`src/rtl/ysyx_22050518_addsub_pkg.sv`:
```
// ysyx_22050518_addsub_pkg: op encodings and parameter legality for the add/sub pipe
package ysyx_22050518_addsub_pkg;
  typedef enum logic [1:0] {
    OP_ADD = 2'b00,
    OP_SUB = 2'b01,
    OP_ADC = 2'b10,
    OP_SBC = 2'b11
  } op_e;
  function automatic bit addsub_legal(input int width, input int slice);
    return slice > 0 && width >= slice && width % slice == 0;
  endfunction
endpackage

```
`src/rtl/ysyx_22050518_addsub_slice.sv`:
```
// ysyx_22050518_addsub_slice: combinational SLICE-bit adder with carry in/out
module ysyx_22050518_addsub_slice #(
  parameter int SLICE = 16
) (
  input  logic [SLICE-1:0] a,
  input  logic [SLICE-1:0] b,
  input  logic             cin,
  output logic [SLICE-1:0] sum,
  output logic             cout
);
  assign {cout, sum} = {1'b0, a} + {1'b0, b} + {{SLICE{1'b0}}, cin};
endmodule

```
`src/rtl/ysyx_22050518_pipe_addsub.sv`:
```
// ysyx_22050518_pipe_addsub: skewed-pipeline add/subtract with valid/ready handshakes
module ysyx_22050518_pipe_addsub
  import ysyx_22050518_addsub_pkg::*;
#(
  parameter int WIDTH = 64,
  parameter int SLICE = 16
) (
  input  logic             clk,
  input  logic             rst,
  input  logic             in_valid,
  output logic             in_ready,
  input  logic [WIDTH-1:0] in_a,
  input  logic [WIDTH-1:0] in_b,
  input  logic [1:0]       in_op,
  input  logic             in_cin,
  output logic             out_valid,
  input  logic             out_ready,
  output logic [WIDTH-1:0] out_sum,
  output logic             out_cout,
  output logic             out_ovf,
  output logic             out_zero
);
  localparam int STAGES = WIDTH / SLICE;
  logic [STAGES-1:0] v, ld;
  logic [WIDTH-1:0] b_eff;
  logic c0;
  if (!addsub_legal(WIDTH, SLICE)) begin : g_bad
    $error("WIDTH must be a positive multiple of SLICE");
  end
  assign b_eff = (in_op == OP_SUB || in_op == OP_SBC) ? ~in_b : in_b;
  assign c0 = (in_op == OP_ADC || in_op == OP_SBC) ? in_cin : (in_op == OP_SUB);
  assign in_ready = ld[0];
  // Stage k may load when the consumer takes the tail or some stage from k to the tail is empty
  always_comb
    for (int k = 0; k < STAGES; k++) ld[k] = out_ready || (((~v) >> k) != '0);
  for (genvar k = 0; k < STAGES; k++) begin : g_st
    localparam int WI = WIDTH - k * SLICE;
    localparam int WS = (k + 1) * SLICE;
    logic [WI-1:0] ai, bi;
    logic [WS-1:0] sn, s_q;
    logic [SLICE-1:0] sl;
    logic ci, vi, co, c_q, v_q;
    if (k == 0) begin : g_head
      assign ai = in_a;
      assign bi = b_eff;
      assign ci = c0;
      assign vi = in_valid;
      assign sn = sl;
    end else begin : g_body
      assign ai = g_st[k-1].g_fw.a_q;
      assign bi = g_st[k-1].g_fw.b_q;
      assign ci = g_st[k-1].c_q;
      assign vi = g_st[k-1].v_q;
      assign sn = {sl, g_st[k-1].s_q};
    end
    ysyx_22050518_addsub_slice #(.SLICE(SLICE)) u_slice (
      .a   (ai[SLICE-1:0]),
      .b   (bi[SLICE-1:0]),
      .cin (ci),
      .sum (sl),
      .cout(co)
    );
    assign v[k] = v_q;
    // Stage valid, low sum bits resolved so far and the carry into the next slice
    always_ff @(posedge clk or posedge rst)
      if (rst) begin
        v_q <= 1'b0;
        s_q <= '0;
        c_q <= 1'b0;
      end else if (ld[k]) begin
        v_q <= vi;
        if (vi) begin
          s_q <= sn;
          c_q <= co;
        end
      end
    if (k < STAGES - 1) begin : g_fw
      logic [WI-SLICE-1:0] a_q, b_q;
      // Operand slices not yet consumed ride along with their beat
      always_ff @(posedge clk or posedge rst)
        if (rst) begin
          a_q <= '0;
          b_q <= '0;
        end else if (ld[k] && vi) begin
          a_q <= ai[WI-1:SLICE];
          b_q <= bi[WI-1:SLICE];
        end
    end else begin : g_tail
      logic ovf_q, zero_q;
      // Flags are formed as the top slice lands, from operand MSBs and the full sum
      always_ff @(posedge clk or posedge rst)
        if (rst) begin
          ovf_q  <= 1'b0;
          zero_q <= 1'b0;
        end else if (ld[k] && vi) begin
          ovf_q  <= (ai[WI-1] == bi[WI-1]) && (sl[SLICE-1] != ai[WI-1]);
          zero_q <= ~|sn;
        end
      assign out_valid = v_q;
      assign out_sum   = s_q;
      assign out_cout  = c_q;
      assign out_ovf   = ovf_q;
      assign out_zero  = zero_q;
    end
  end
endmodule

```
`config.mk`:
```
export PLATFORM = sky130hd
export DESIGN_NAME = ysyx_22050518_pipe_addsub
export DESIGN_NICKNAME = d
export VERILOG_FILES = /design/src/rtl/ysyx_22050518_addsub_pkg.sv /design/src/rtl/ysyx_22050518_addsub_slice.sv /design/src/rtl/ysyx_22050518_pipe_addsub.sv
export SDC_FILE = /design/constraint.sdc
export NUM_CORES = 1
export LEC_CHECK = 0
export BUFFER_PORTS_ARGS = -buffer_cell sky130_fd_sc_hd__buf_2
export CAP_MARGIN = 10
export CORE_ASPECT_RATIO = 0.8
export CORE_MARGIN = 2
export CORE_UTILIZATION = 63
export CTS_CLUSTER_SIZE = 14
export DETAILED_ROUTE_END_ITERATION = 8
export GPL_TIMING_DRIVEN = 0
export PLACE_DENSITY_LB_ADDON = 0.25
export SYNTH_ARGS = -nofsm -noshare
export SYNTH_HDL_FRONTEND = slang
export SYNTH_SLANG_ARGS = --single-unit
```
`constraint.sdc`:
```
create_clock -name clk -period 18.9 [get_ports clk]
set_clock_uncertainty 0.1 [all_clocks]
set_input_delay 3.78 -clock clk [delete_from_list [all_inputs] [get_ports clk]]
set_output_delay 3.78 -clock clk [all_outputs]
set_load 0.01 [all_outputs]
```
# Word-level counts from Yosys, hierarchy flattened
# Index checks and enable logic that the tools add are counted.
[classes] eq_ne=5 reduce_logical=20 shifts=0 magnitude_cmp=0 bitwise_logic=2 n_mux=2 add_sub_neg=8 mul=0 n_div=0
[op_table] cell="adder 16 x 16 -> 17 bit" count=4
[op_table] cell="adder 17 x 1 -> 17 bit" count=4
[op_table] cell="2-to-1 mux 64 bit" count=1
[op_table] cell="inverter 64 bit" count=1
[op_table] cell="OR reduction 64 bit" count=1
[op_table] cell="nonzero test 4 bit" count=3
[op_table] cell="AND reduction 2 bit" count=4
[op_table] cell="logical OR 1 bit" count=6
[op_table] cell="logical AND 1 bit" count=5
[op_table] cell="== test 2 bit, second input constant" count=2
[op_table] cell="inverter 4 bit" count=1
[op_table] cell="== test 2 x 1 -> 1 bit, second input constant" count=1
[op_table] cell="== test 1 bit" count=1
[op_table] cell="logical NOT 1 bit" count=1
[op_table] cell="2-to-1 mux 1 bit" count=1
[op_table] cell="inequality test 1 bit" count=1
[totals] n_memories=0 wordCells=57 inputBits=135 romBits=0 latchBits=0 regBits=362 mem_bits_rw=0

# Logic depth before layout (Yosys ltp)
# Gate-level depths: netlist of run 1.
[logic_depth] ltp_word=5 mapped_depth=12 ltp_nobuf=11

# Modules after synthesis
# A second synthesis of run 1 with hierarchy kept.
[hier_totals] hier_cells=1292 area_unflattened_um2=17023.8
[by_module_without_submodules] module="ysyx_22050518_pipe_addsub" n_inst=1 cells_each=923 area_each_um2=14053.5
[by_module_without_submodules] module="ysyx_22050518_addsub_slice (g_st[0].u_slice ...)" n_inst=3 cells_each=89 area_each_um2=733.2
[by_module_without_submodules] module="ysyx_22050518_addsub_slice (g_st[3].u_slice)" n_inst=1 cells_each=102 area_each_um2=770.7

# Least setup slack after synthesis of run 1
# No wires, ideal clock.
[synth_path] kind="input port to output port" from="input port out_ready" to="output port in_ready" setup_slack_ns=10.850 n_path_buf=0 t_required_ns=15.020 stages=3 arrival_ns=4.170 path_cell_list="nand4b_1 inv_1 nand2_1"
[synth_between] elab_chain_cells=1
[synth_lines] item="from (decl)" line="ysyx_22050518_pipe_addsub.sv:17" text="input logic out_ready,"
[synth_lines] item="logical OR 1 bit" line="ysyx_22050518_pipe_addsub.sv:35" text="for (int k = 0; k < STAGES; k++) ld[k] = out_ready || (((~v) >> k) != '0);"
[synth_lines] item="to (decl)" line="ysyx_22050518_pipe_addsub.sv:11" text="output logic in_ready,"
# No other way between the ends.

# Final worst setup path of run 1
# Ends and elaborated chain as after synthesis.

==> results of run 1 <==
layout by cell type (no fill, tap or decap), drive strengths merged, types with 6 or more instances in the layout:
cell type	n
a21oi	35
xor2	40
buf	226
or3	9
mux2	169
xnor2	58
o21ai	113
a21o	15
o31ai	10
and3	8
nor2	42
o21a	8
o211ai	14
nor3b	6
inv	36
fa	8
nand2	360
dfrtp	362
ha	60
o2111ai	6
nand2b	9
clkbuf	100
a211oi	10
nor3	30
nor4	15
nand3	22
layer usage:
metal	routed length, um	part of all wire [%]	vias to the layer above	GRT usage, %
met5	10	0.024	-	0
met4	1200	2.9	2	9.69
met3	2340	5.7	90	4.15
met2	19200	47	389	48.5
met1	18100	44	6220	41.0
li1	-	-	5968	-
stage by stage:
| stage | instances | power, mW | cell area (um^2) | setup WS (ns) | hold WS (ns) |
|---|---|---|---|---|---|
| after floorplan | 1585 | 1.84 | 17100 | 4.97 | 0.333 |
| after global placement | 2144 | 2.12 | 18500 | 1.63 | 0.345 |
| after detailed placement | 2146 | 2.17 | 18600 | 10.39 | 0.348 |
| after CTS | 2208 | 2.91 | 19800 | 10.38 | 0.364 |
| after global routing | 2208 | 3.08 | 19800 | 10.31 | 0.379 |
| final | 2208 | 2.92 | 19800 | 10.32 | 0.361 |
logic make-up after synthesis:
| family | Yosys count |
|---|---|
| AOI/OAI and AO/OA | 251 |
| muxes | 169 |
| xor gates and xnor gates | 98 |
| adders and majority gates | 68 |
| and+or+nand+nor | 533 |
| DFF | 362 |
| buffers and inverters | 104 |
power breakdown:
part           internal (mW)  total [mW]  switching (mW)
Combinational          0.435       0.972           0.537
Clock                  0.430       0.725           0.294
Sequential              1.03        1.22           0.189
Total                   1.89        2.92            1.02
worst min-delay path by stage:
stage,from,to,depth (start not counted),slack (ns)
6_report,g_st[0].g_fw.b_q[44]$_DFFE_PP0P_,g_st[1].g_fw.b_q[28]$_DFFE_PP0P_,2,0.36
5_1_grt,g_st[0].s_q[1]$_DFFE_PP0P_,g_st[1].s_q[1]$_DFFE_PP0P_,2,0.38
4_1_cts,g_st[0].s_q[2]$_DFFE_PP0P_,g_st[1].s_q[2]$_DFFE_PP0P_,2,0.36
3_5_place_dp,g_st[0].s_q[2]$_DFFE_PP0P_,g_st[1].s_q[2]$_DFFE_PP0P_,2,0.35
3_3_place_gp,g_st[0].g_fw.a_q[44]$_DFFE_PP0P_,g_st[1].g_fw.a_q[28]$_DFFE_PP0P_,2,0.34
2_1_floorplan,g_st[0].g_fw.a_q[26]$_DFFE_PP0P_,g_st[1].g_fw.a_q[10]$_DFFE_PP0P_,2,0.33
worst max-delay path, stage by stage:
cell,delay [ns]
buf_2,0.11
nand4b_1,0.31
inv_1,0.12
nand2_1,0.17
buf_2,0.20
area by class of cell:
cell class | instances | area share [%]
plain buffers | 69 | 1.44
clock buffers | 53 | 5.53
clock inverters | 9 | 0.575
inverters | 35 | 0.701
multi-input cells | 1119 | 38.4
flip-flops and latches | 362 | 45.7
well taps | 357 | 2.26
repair buffers | 204 | 5.38
state kept, by name (all words and copies together) (netlist names):
signal	cells
g_st.s_q	96
g_st.v_q	3
g_st.g_fw.b_q	96
out_valid	1
out_sum	64
g_st.c_q	3
out_zero	1
out_ovf	1
out_cout	1
g_st.g_fw.a_q	96
==> out/metrics.cfg, run 1 <==
[logic_synthesis]
yosysSeqAreaShare_pct = 53.1
yosys.area.top_type = dfrtp_1
synth-adder-area-share_pct = 5.33
syn_area_mm2 = 0.0171
synth_area_leaders = dfrtp_1, mux2_2, nand2_1
async_flop_share_pct = 100
synthMuxAreaShare_pct = 11.1
synth_top_family_by_area = simple AND/OR/NAND/NOR gates
synth_edf_count = 0
synthesis.nets = 1788
synth_seq_cells = 362
yosys_warnings = 0
yosysUniqueCellTypes = 69
synth-compound-area-share_pct = 9.45
yosysMostFrequentCell = dfrtp_1
synth-xor-area-share_pct = 5.03
syn_inst = 1585
avgSynthCellArea_um2 = 10.8
synthSimpleGateAreaFrac_pct = 13.5
ys.flop_type = dfrtp_1
synth_top_area_share_pct = 53.1
synth_commonest_cells = dfrtp_1, nand2_1, mux2_2

[clocking]
cts-buffers-inserted = 36
clk_latency_ns = 0.51
clk_path_buf_depth = 3
cts.sinks = 362
cts_tree = done
post_cts_resized = 0
cts-root-buf = clkbuf_16
htreeDepth = 2
cts-hold-fix-buffers = 0
clk_pin_slew_worst_paths_ns = 0.06
post_cts_buffers = 0

[place]
numPortBuffers = 202
dp_hpwl_mm = 29.1
gp_congestion = 0.884

[timing]
finalHoldViolations = 0
rsz0062_at_grt = false
setup_viol = 0
fmax_mhz = 117
fin_crit_ns = 8.58
worstMarginPinSlew_ns = 0.925
final.period_utilization_pct = 45.4
slew_headroom_pct = 38.3
fin_tns_setup_ns = 0
slew_violations = 0

[critical_path]
worstRegToRegCells = 9
reg2reg_slack_ns = 15.57
r2r_start = g_st[2].c_q$_DFFE_PP0P_
worstReg2RegEnd = out_zero$_DFFE_PP0P_
crit_required_ns = 15.02
startpoint = out_ready
crit_arrival_ns = 4.70
crit_path_end = in_ready
cp-start-kind = primary input
crit_fanout = 4
worst-setup-path-type = in2out
crit_path_end_kind = primary output

[floorplan]
initial_core_util_pct = 64.5
die_x_um = 188
die_height_um = 151
design.core.area_mm2 = 0.0265
fp-row-count = 53
dieArea_mm2 = 0.0284
boundaryPins = 204

[outcome]
status = finished clean

[detailed_routing]
drc_errors = 0
route.vias.total = 12700
drt_iter0_drc = 926
ant_nets = 0
via_per_inst = 5.74
wl_per_cell_um = 18.5
wl_mm = 40.9
drt_first_pass_iters = 5

[cells_and_area]
nNetsFinal = 2030
finalCoreUtilization_pct = 74.8
areaGrowthSynthToFinish_pct = 16.0
multi_input_area_mm2 = 0.00760
fill_cells = 1788
diodes = 0
drive_above_1_share_pct = 24.7
seq_area_mm2 = 0.00906

[grt]
grt_pass1_vias = 12600
grt_remaining_overflow = 0
grt_pass1_wl_mm = 65.9
grt_usage_pct = 29.5
grt_max_degree = 139
antenna_found_initial = 1

[pwr]
power.density_mw_per_mm2 = 147
p_leak_nw = 9.48
vdd_drop_max_uv = 90.2

[hold_path]
min_path_type = reg2reg

[flow_run]
cap_violations = 0

Note: power is estimated with default switching activity, not from simulation.
==> run 2, diff against run 1 <==
--- a/config.mk
+++ b/config.mk
@@ -9,7 +9,7 @@
 export CAP_MARGIN = 10
 export CORE_ASPECT_RATIO = 0.8
 export CORE_MARGIN = 2
-export CORE_UTILIZATION = 63
+export CORE_UTILIZATION = 53
 export CTS_CLUSTER_SIZE = 14
 export DETAILED_ROUTE_END_ITERATION = 8
 export GPL_TIMING_DRIVEN = 0
==> constraint.sdc (replaced) <==
create_clock -name clk -period 7.7 [get_ports clk]
set_clock_uncertainty 0.1 [all_clocks]
set_input_delay 1.54 -clock clk [delete_from_list [all_inputs] [get_ports clk]]
set_output_delay 1.54 -clock clk [all_outputs]
set_load 0.01 [all_outputs]
==> run 2 against run 1 <==
Flip-flop and latch count unchanged. Critical path depth increased by 7. Power increased by 140%. Non-clock buffer count increased by 7. Register-to-register slack got worse by 11 ns. Highest routed layer is now met4.
==> out/metrics.cfg, run 2 (synthesized netlist as in run 1, its figures left out) <==
[cells_and_area]
final_common_cell = dfrtp_1
layout_common_cells = dfrtp_1, nand2_1, buf_2
finalCoreUtilization_pct = 63.3  ; -12 points
reg_top3 = g_st.g_fw.a_q: 96 flops, g_st.g_fw.b_q: 96 flops, g_st.s_q: 96 flops
nNetsFinal = 2037  ; +0.34%
fill_cells = 2588  ; +45%
areaGrowthSynthToFinish_pct = 17.1
stdcell_count = 2275  ; +3.0%
finalInstanceArea_mm2 = 0.0200  ; +0.93%
diodes = 0  ; unchanged
drive_above_1_share_pct = 24.9  ; +0.11 points

[timing]
fmax_mhz = 193
timing.final.ws_setup_ns = 2.51  ; -7.81 ns
slew_headroom_pct = 27.3  ; -11 points
slew_violations = 0  ; unchanged
final.period_utilization_pct = 67.4
finalHoldViolations = 0  ; unchanged
fin_crit_ns = 5.19
worstMarginPinSlew_ns = 1.09  ; +0.165 ns
hold_slack_ns = 0.365  ; +0.00311 ns
rsz0062_at_grt = false
setup_viol = 0  ; unchanged

[place]
numPortBuffers = 202  ; unchanged
dp_cells = 2216  ; +3.3%
gp_congestion = 0.877  ; -0.79%
place_area_mm2 = 0.0188  ; +1.1%
post-place-ws_ns = 2.07  ; -8.32 ns
dp_hpwl_mm = 30.8  ; +5.7%

[floorplan]
dieArea_mm2 = 0.0337  ; +18%
die_x_um = 205  ; +8.8%
initial_core_util_pct = 54.1  ; -10 points
fp-row-count = 58  ; +9.4%
boundaryPins = 204  ; unchanged
die_height_um = 165  ; +8.8%
design.core.area_mm2 = 0.0316  ; +19%

[critical_path]
cp.depth = 12  ; +7
worst-setup-path-type = in2reg
reg2reg_slack_ns = 4.41  ; -11.16 ns
cp_top_family = buffers and inverters
worstRegToRegCells = 9  ; unchanged
crit_path_top_delay_cell = clkbuf_1
critical-path-max-stage-delay_ns = 0.78  ; +0.47 ns
crit_path_end_kind = flop
crit_arrival_ns = 5.54  ; +0.84 ns
worstReg2RegEnd = out_zero$_DFFE_PP0P_
crit_fanout = 10  ; +6
cp-start-kind = primary input
crit_chain = clkbuf_1 -> buf_1 -> xor2_1 -> fa_1 -> fa_1 -> a21o_1 -> a21oi_1 -> o211ai_1 -> nand3_1 -> a311oi_1 -> or4_1 -> nand3_1
r2r_start = g_st[2].c_q$_DFFE_PP0P_
cp.buffers_inverters = 2  ; -1
crit_required_ns = 8.05  ; -6.97 ns

[grt]
antenna_found_initial = 1  ; unchanged
grt_pass1_wl_mm = 64.9  ; -1.7%
grt_max_degree = 45  ; -68%
grt_usage_pct = 24.7  ; -4.8 points
grt_remaining_overflow = 0  ; unchanged
grt_pass1_vias = 12200  ; -3.2%

[detailed_routing]
drc_errors = 0  ; unchanged
ant_nets = 0  ; unchanged
via_per_inst = 5.46  ; -4.8%
route.vias.total = 12400  ; -1.9%
drt_first_pass_iters = 6  ; +1
drt_iter0_drc = 767  ; -17%
wl_per_cell_um = 18.0  ; -2.8%
wl_mm = 40.9  ; +0.11%

[pwr]
power.share.clock_pct = 25.0  ; about the same
switchingPower_mw = 2.46  ; +140%
power.density_mw_per_mm2 = 357  ; +140%
pwr-share-comb_pct = 33.1  ; -0.2 points
internal_power_mw = 4.67  ; +150%
vdd_drop_max_uv = 200  ; +120%
swShare_pct = 34.5  ; -0.51 points
seq_power_share_pct = 41.9  ; about the same
p_leak_nw = 9.52  ; +0.50%

[clocking]
cts_tree = done
cts-root-buf = clkbuf_16
htreeDepth = 2  ; unchanged
cts.sinks = 362  ; unchanged
clk_latency_ns = 0.53  ; +0.02 ns
cts-buffers-inserted = 36  ; unchanged
clk_pin_slew_worst_paths_ns = 0.06  ; about the same
cts-hold-fix-buffers = 0  ; unchanged
clk_path_buf_depth = 3  ; unchanged
post_cts_resized = 0  ; unchanged
post_cts_buffers = 0  ; unchanged

[flow_run]
cap_violations = 0  ; unchanged

[hold_path]
worstHoldStart = g_st[0].g_fw.a_q[20]$_DFFE_PP0P_
hold_depth = 2  ; unchanged
holdPathEnd = g_st[1].g_fw.a_q[4]$_DFFE_PP0P_
min_path_type = reg2reg

[outcome]
status = finished clean

-- run 2: worst max-delay path by stage --
stage,start,end,slack (ns)
finish,in_op[0],g_st[0].s_q[14]$_DFFE_PP0P_,2.51
detailed placement,in_op[0],g_st[0].s_q[14]$_DFFE_PP0P_,2.07
global route,in_op[0],g_st[0].s_q[14]$_DFFE_PP0P_,2.33
floorplan,rst,g_st[0].c_q$_DFFE_PP0P_,1.21
global placement,rst,g_st[1].g_fw.a_q[26]$_DFFE_PP0P_,-0.72
CTS,in_op[0],g_st[0].s_q[14]$_DFFE_PP0P_,2.61
-- run 2: final cells by class --
type | instances | area (um^2) | area share [%]
tap | 420 | 526 | 2.63
sequential | 362 | 9060 | 45.3
buffer | 69 | 285 | 1.43
timing repair buffer | 211 | 1190 | 5.96
clock inverter | 6 | 108 | 0.538
inverter | 35 | 135 | 0.676
multi-input combinational | 1119 | 7600 | 38.0
clock buffer | 53 | 1090 | 5.43
-- run 2: power groups by stage --
stage | Sequential [mW] | Combinational (mW) | Clock [mW]
2_1_floorplan | 2.91 | 1.62 | 0
3_5_place_dp | 3.01 | 2.34 | 0
5_1_grt | 3.06 | 2.62 | 1.90
3_3_place_gp | 2.99 | 2.24 | 0
6_report | 2.99 | 2.36 | 1.78
4_1_cts | 2.99 | 2.36 | 1.82
-- run 2: routing by layer --
metal / global-route usage [%] / share of wire, % / vias to the layer above
li1: - / - / 5979
met1: 35.2 / 46 / 6058
met5: 0 / 0 / -
met4: 7.41 / 2.7 / 0
met3: 4.06 / 5.6 / 68
met2: 39.0 / 45 / 317
-- run 2: worst register-to-register path: cells and delay by family, from the launching register on --
kind                       cells  cell delay (ns)
AOI/OAI and AO/OA              7             1.70
adders and majority gates      2             0.97
DFF                            1             0.41
-- run 2: per-stage QoR --
step / TNS, ns / power, mW
2_1_floorplan: 0 / 4.53
4_1_cts: 0 / 7.16
5_1_grt: 0 / 7.58
3_3_place_gp: -246.66 / 5.24
6_report: 0 / 7.13
3_5_place_dp: 0 / 5.35
==> run 3, diff against run 2 <==
==> constraint.sdc (replaced) <==
create_clock -name clk -period 4.33 [get_ports clk]
set_clock_uncertainty 0.1 [all_clocks]
set_input_delay 0.866 -clock clk [delete_from_list [all_inputs] [get_ports clk]]
set_output_delay 0.866 -clock clk [all_outputs]
set_load 0.01 [all_outputs]
==> run 3 against run 2 <==
Via count about the same. Non-clock buffer count unchanged. Largest cell class unchanged. First-iteration DRC count unchanged. Die area unchanged. Worst setup slack worse by 2.3 ns. Global-route usage unchanged. Flip-flop and latch count unchanged. Power up 78%.
==> out/metrics.cfg, run 3 (synthesized netlist as in run 1, its figures left out) <==
[detailed_routing]
wl_met1_mm = 18.9  ; about the same
drt_first_pass_iters = 5  ; -1
wl_mm = 40.9  ; about the same
drt_iter0_drc = 767  ; unchanged
wl_met3_mm = 2.31  ; +1.0%
met2_wirelength_mm = 18.6  ; about the same
wl_per_cell_um = 18.0  ; about the same
via_per_inst = 5.46  ; about the same
highest_layer = met4
ant_nets = 0  ; unchanged
route.vias.total = 12400  ; -0.016%
drc_errors = 0  ; unchanged

[pwr]
p_total_mw = 12.7  ; +78%
p_leak_nw = 9.53  ; about the same
vdd_drop_max_uv = 356  ; +78%
power.density_mw_per_mm2 = 634  ; +78%

[timing]
fmax_mhz = 243
setup_viol = 0  ; unchanged
finalHoldViolations = 0  ; unchanged
rsz0062_at_grt = false
worstMarginPinSlew_ns = 0.780  ; -0.310 ns
fin_crit_ns = 4.12
final.period_utilization_pct = 95.0
timing.final.ws_setup_ns = 0.214  ; -2.30 ns
slew_headroom_pct = 48.0  ; +21 points
hold_slack_ns = 0.249  ; -0.116 ns
slew_violations = 0  ; unchanged

[cells_and_area]
nNetsFinal = 2037  ; unchanged
finalCoreUtilization_pct = 63.3  ; about the same
fill_cells = 2587  ; -0.039%
finalInstanceArea_mm2 = 0.0200  ; about the same
diodes = 0  ; unchanged
reg_top3 = g_st.g_fw.a_q: 96 flops, g_st.g_fw.b_q: 96 flops, g_st.s_q: 96 flops
areaGrowthSynthToFinish_pct = 17.1  ; about the same
drive_above_1_share_pct = 24.9  ; +0.054 points
layout_common_cells = dfrtp_1, nand2_1, buf_2
final_common_cell = dfrtp_1

[clocking]
clk_path_buf_depth = 3  ; unchanged
clk_pin_slew_worst_paths_ns = 0.06  ; about the same
cts_tree = done
cts.sinks = 362  ; unchanged
htreeDepth = 2  ; unchanged
clk_latency_ns = 0.53  ; about the same
cts-root-buf = clkbuf_16
cts-buffers-inserted = 36  ; unchanged

[grt]
grt_pass1_wl_mm = 64.9  ; unchanged
antenna_found_initial = 1  ; unchanged
grt_max_degree = 45  ; unchanged
grt_pass1_vias = 12200  ; unchanged
grt_remaining_overflow = 0  ; unchanged
grt_usage_pct = 24.7  ; unchanged

[floorplan]
fp-row-count = 58  ; unchanged
die_x_um = 205  ; unchanged
design.core.area_mm2 = 0.0316  ; unchanged
die_height_um = 165  ; unchanged
dieArea_mm2 = 0.0337  ; unchanged
boundaryPins = 204  ; unchanged
initial_core_util_pct = 54.1  ; unchanged

[critical_path]
cp-start-kind = primary input
crit_fanout = 10  ; unchanged
worst-setup-path-type = in2reg
crit_path_end_kind = flop
crit_required_ns = 4.68  ; -3.37 ns
crit_arrival_ns = 4.47  ; -1.07 ns

[place]
dp_hpwl_mm = 30.8  ; unchanged
numPortBuffers = 202  ; unchanged
gp_congestion = 0.877  ; unchanged
place_area_mm2 = 0.0188  ; unchanged
post-place-ws_ns = -0.629  ; -2.70 ns

[flow_run]
cap_violations = 0  ; unchanged

[hold_path]
min_path_type = in2async

[outcome]
status = finished clean

## run 3: cell count changes in the layout (fill, tap and decap cells not counted)
cell | previous run | this run
clkbuf_1 | 53 | 52
clkbuf_2 | 0 | 1
## run 3: worst paths after layout
kind / startpoint / endpoint / slack [ns] / cells past startpoint
setup / recovery: in_op[0] / g_st[0].s_q[14]$_DFFE_PP0P_ / 0.21 / 12
hold / removal: rst / g_st[0].g_fw.a_q[12]$_DFFE_PP0P_ / 0.25 / 2
setup reg to reg: g_st[2].c_q$_DFFE_PP0P_ / out_zero$_DFFE_PP0P_ / 1.04 / 9
hold reg to reg: g_st[0].g_fw.a_q[20]$_DFFE_PP0P_ / g_st[1].g_fw.a_q[4]$_DFFE_PP0P_ / 0.36 / 2
max in group asynchronous: rst / out_sum[39]$_DFFE_PP0P_ / 2.75 / 5
min in group clk: g_st[0].g_fw.a_q[20]$_DFFE_PP0P_ / g_st[1].g_fw.a_q[4]$_DFFE_PP0P_ / 0.36 / 2
## run 3: worst max-delay path, stage by stage
cell and delay [ns]:
clkbuf_2 0.40, buf_1 0.55, xor2_1 0.18, fa_1 0.47, fa_1 0.42, a21o_1 0.17
a21oi_1 0.26, o211ai_1 0.20, nand3_1 0.13, a311oi_1 0.19, or4_1 0.51, nand3_1 0.09
## run 3: per-stage QoR
stage / instances / TNS, ns
final: 2275 / 0
after global routing: 2275 / 0
after CTS: 2275 / 0
after detailed placement: 2216 / -2.50
after global placement: 2207 / -1224.87
after floorplan: 1585 / -539.47
## run 3: metal layers
metal  GRT usage, %  vias up
met5              0        -
met4           7.41        0
met3           4.06       74
met2           39.0      324
met1           35.2     6043
li1               -     5979
## run 3: final cells by class
class | count | area [um^2] | share of cell area (%)
plain buffers | 69 | 287 | 1.43
clock buffers | 53 | 1090 | 5.43
clock inverters | 6 | 108 | 0.538
inverters | 35 | 135 | 0.676
multi-input cells | 1119 | 7600 | 38.0
flip-flops and latches | 362 | 9060 | 45.3
well taps | 420 | 526 | 2.63
repair buffers | 211 | 1190 | 5.96
## run 3: repair_timing
action	4_1_cts	5_1_grt
hold buffers	0	0
resized for setup	1	0
buffers inserted	0	0
setup endpoints to repair	1	0
## run 3: where the power goes
part           leakage (nW)  total, mW  internal [mW]  switching, mW
sequential             4.41       5.32           4.49          0.821
clock                 0.585       3.17           1.91           1.27
combinational          4.53       4.19           1.90           2.29
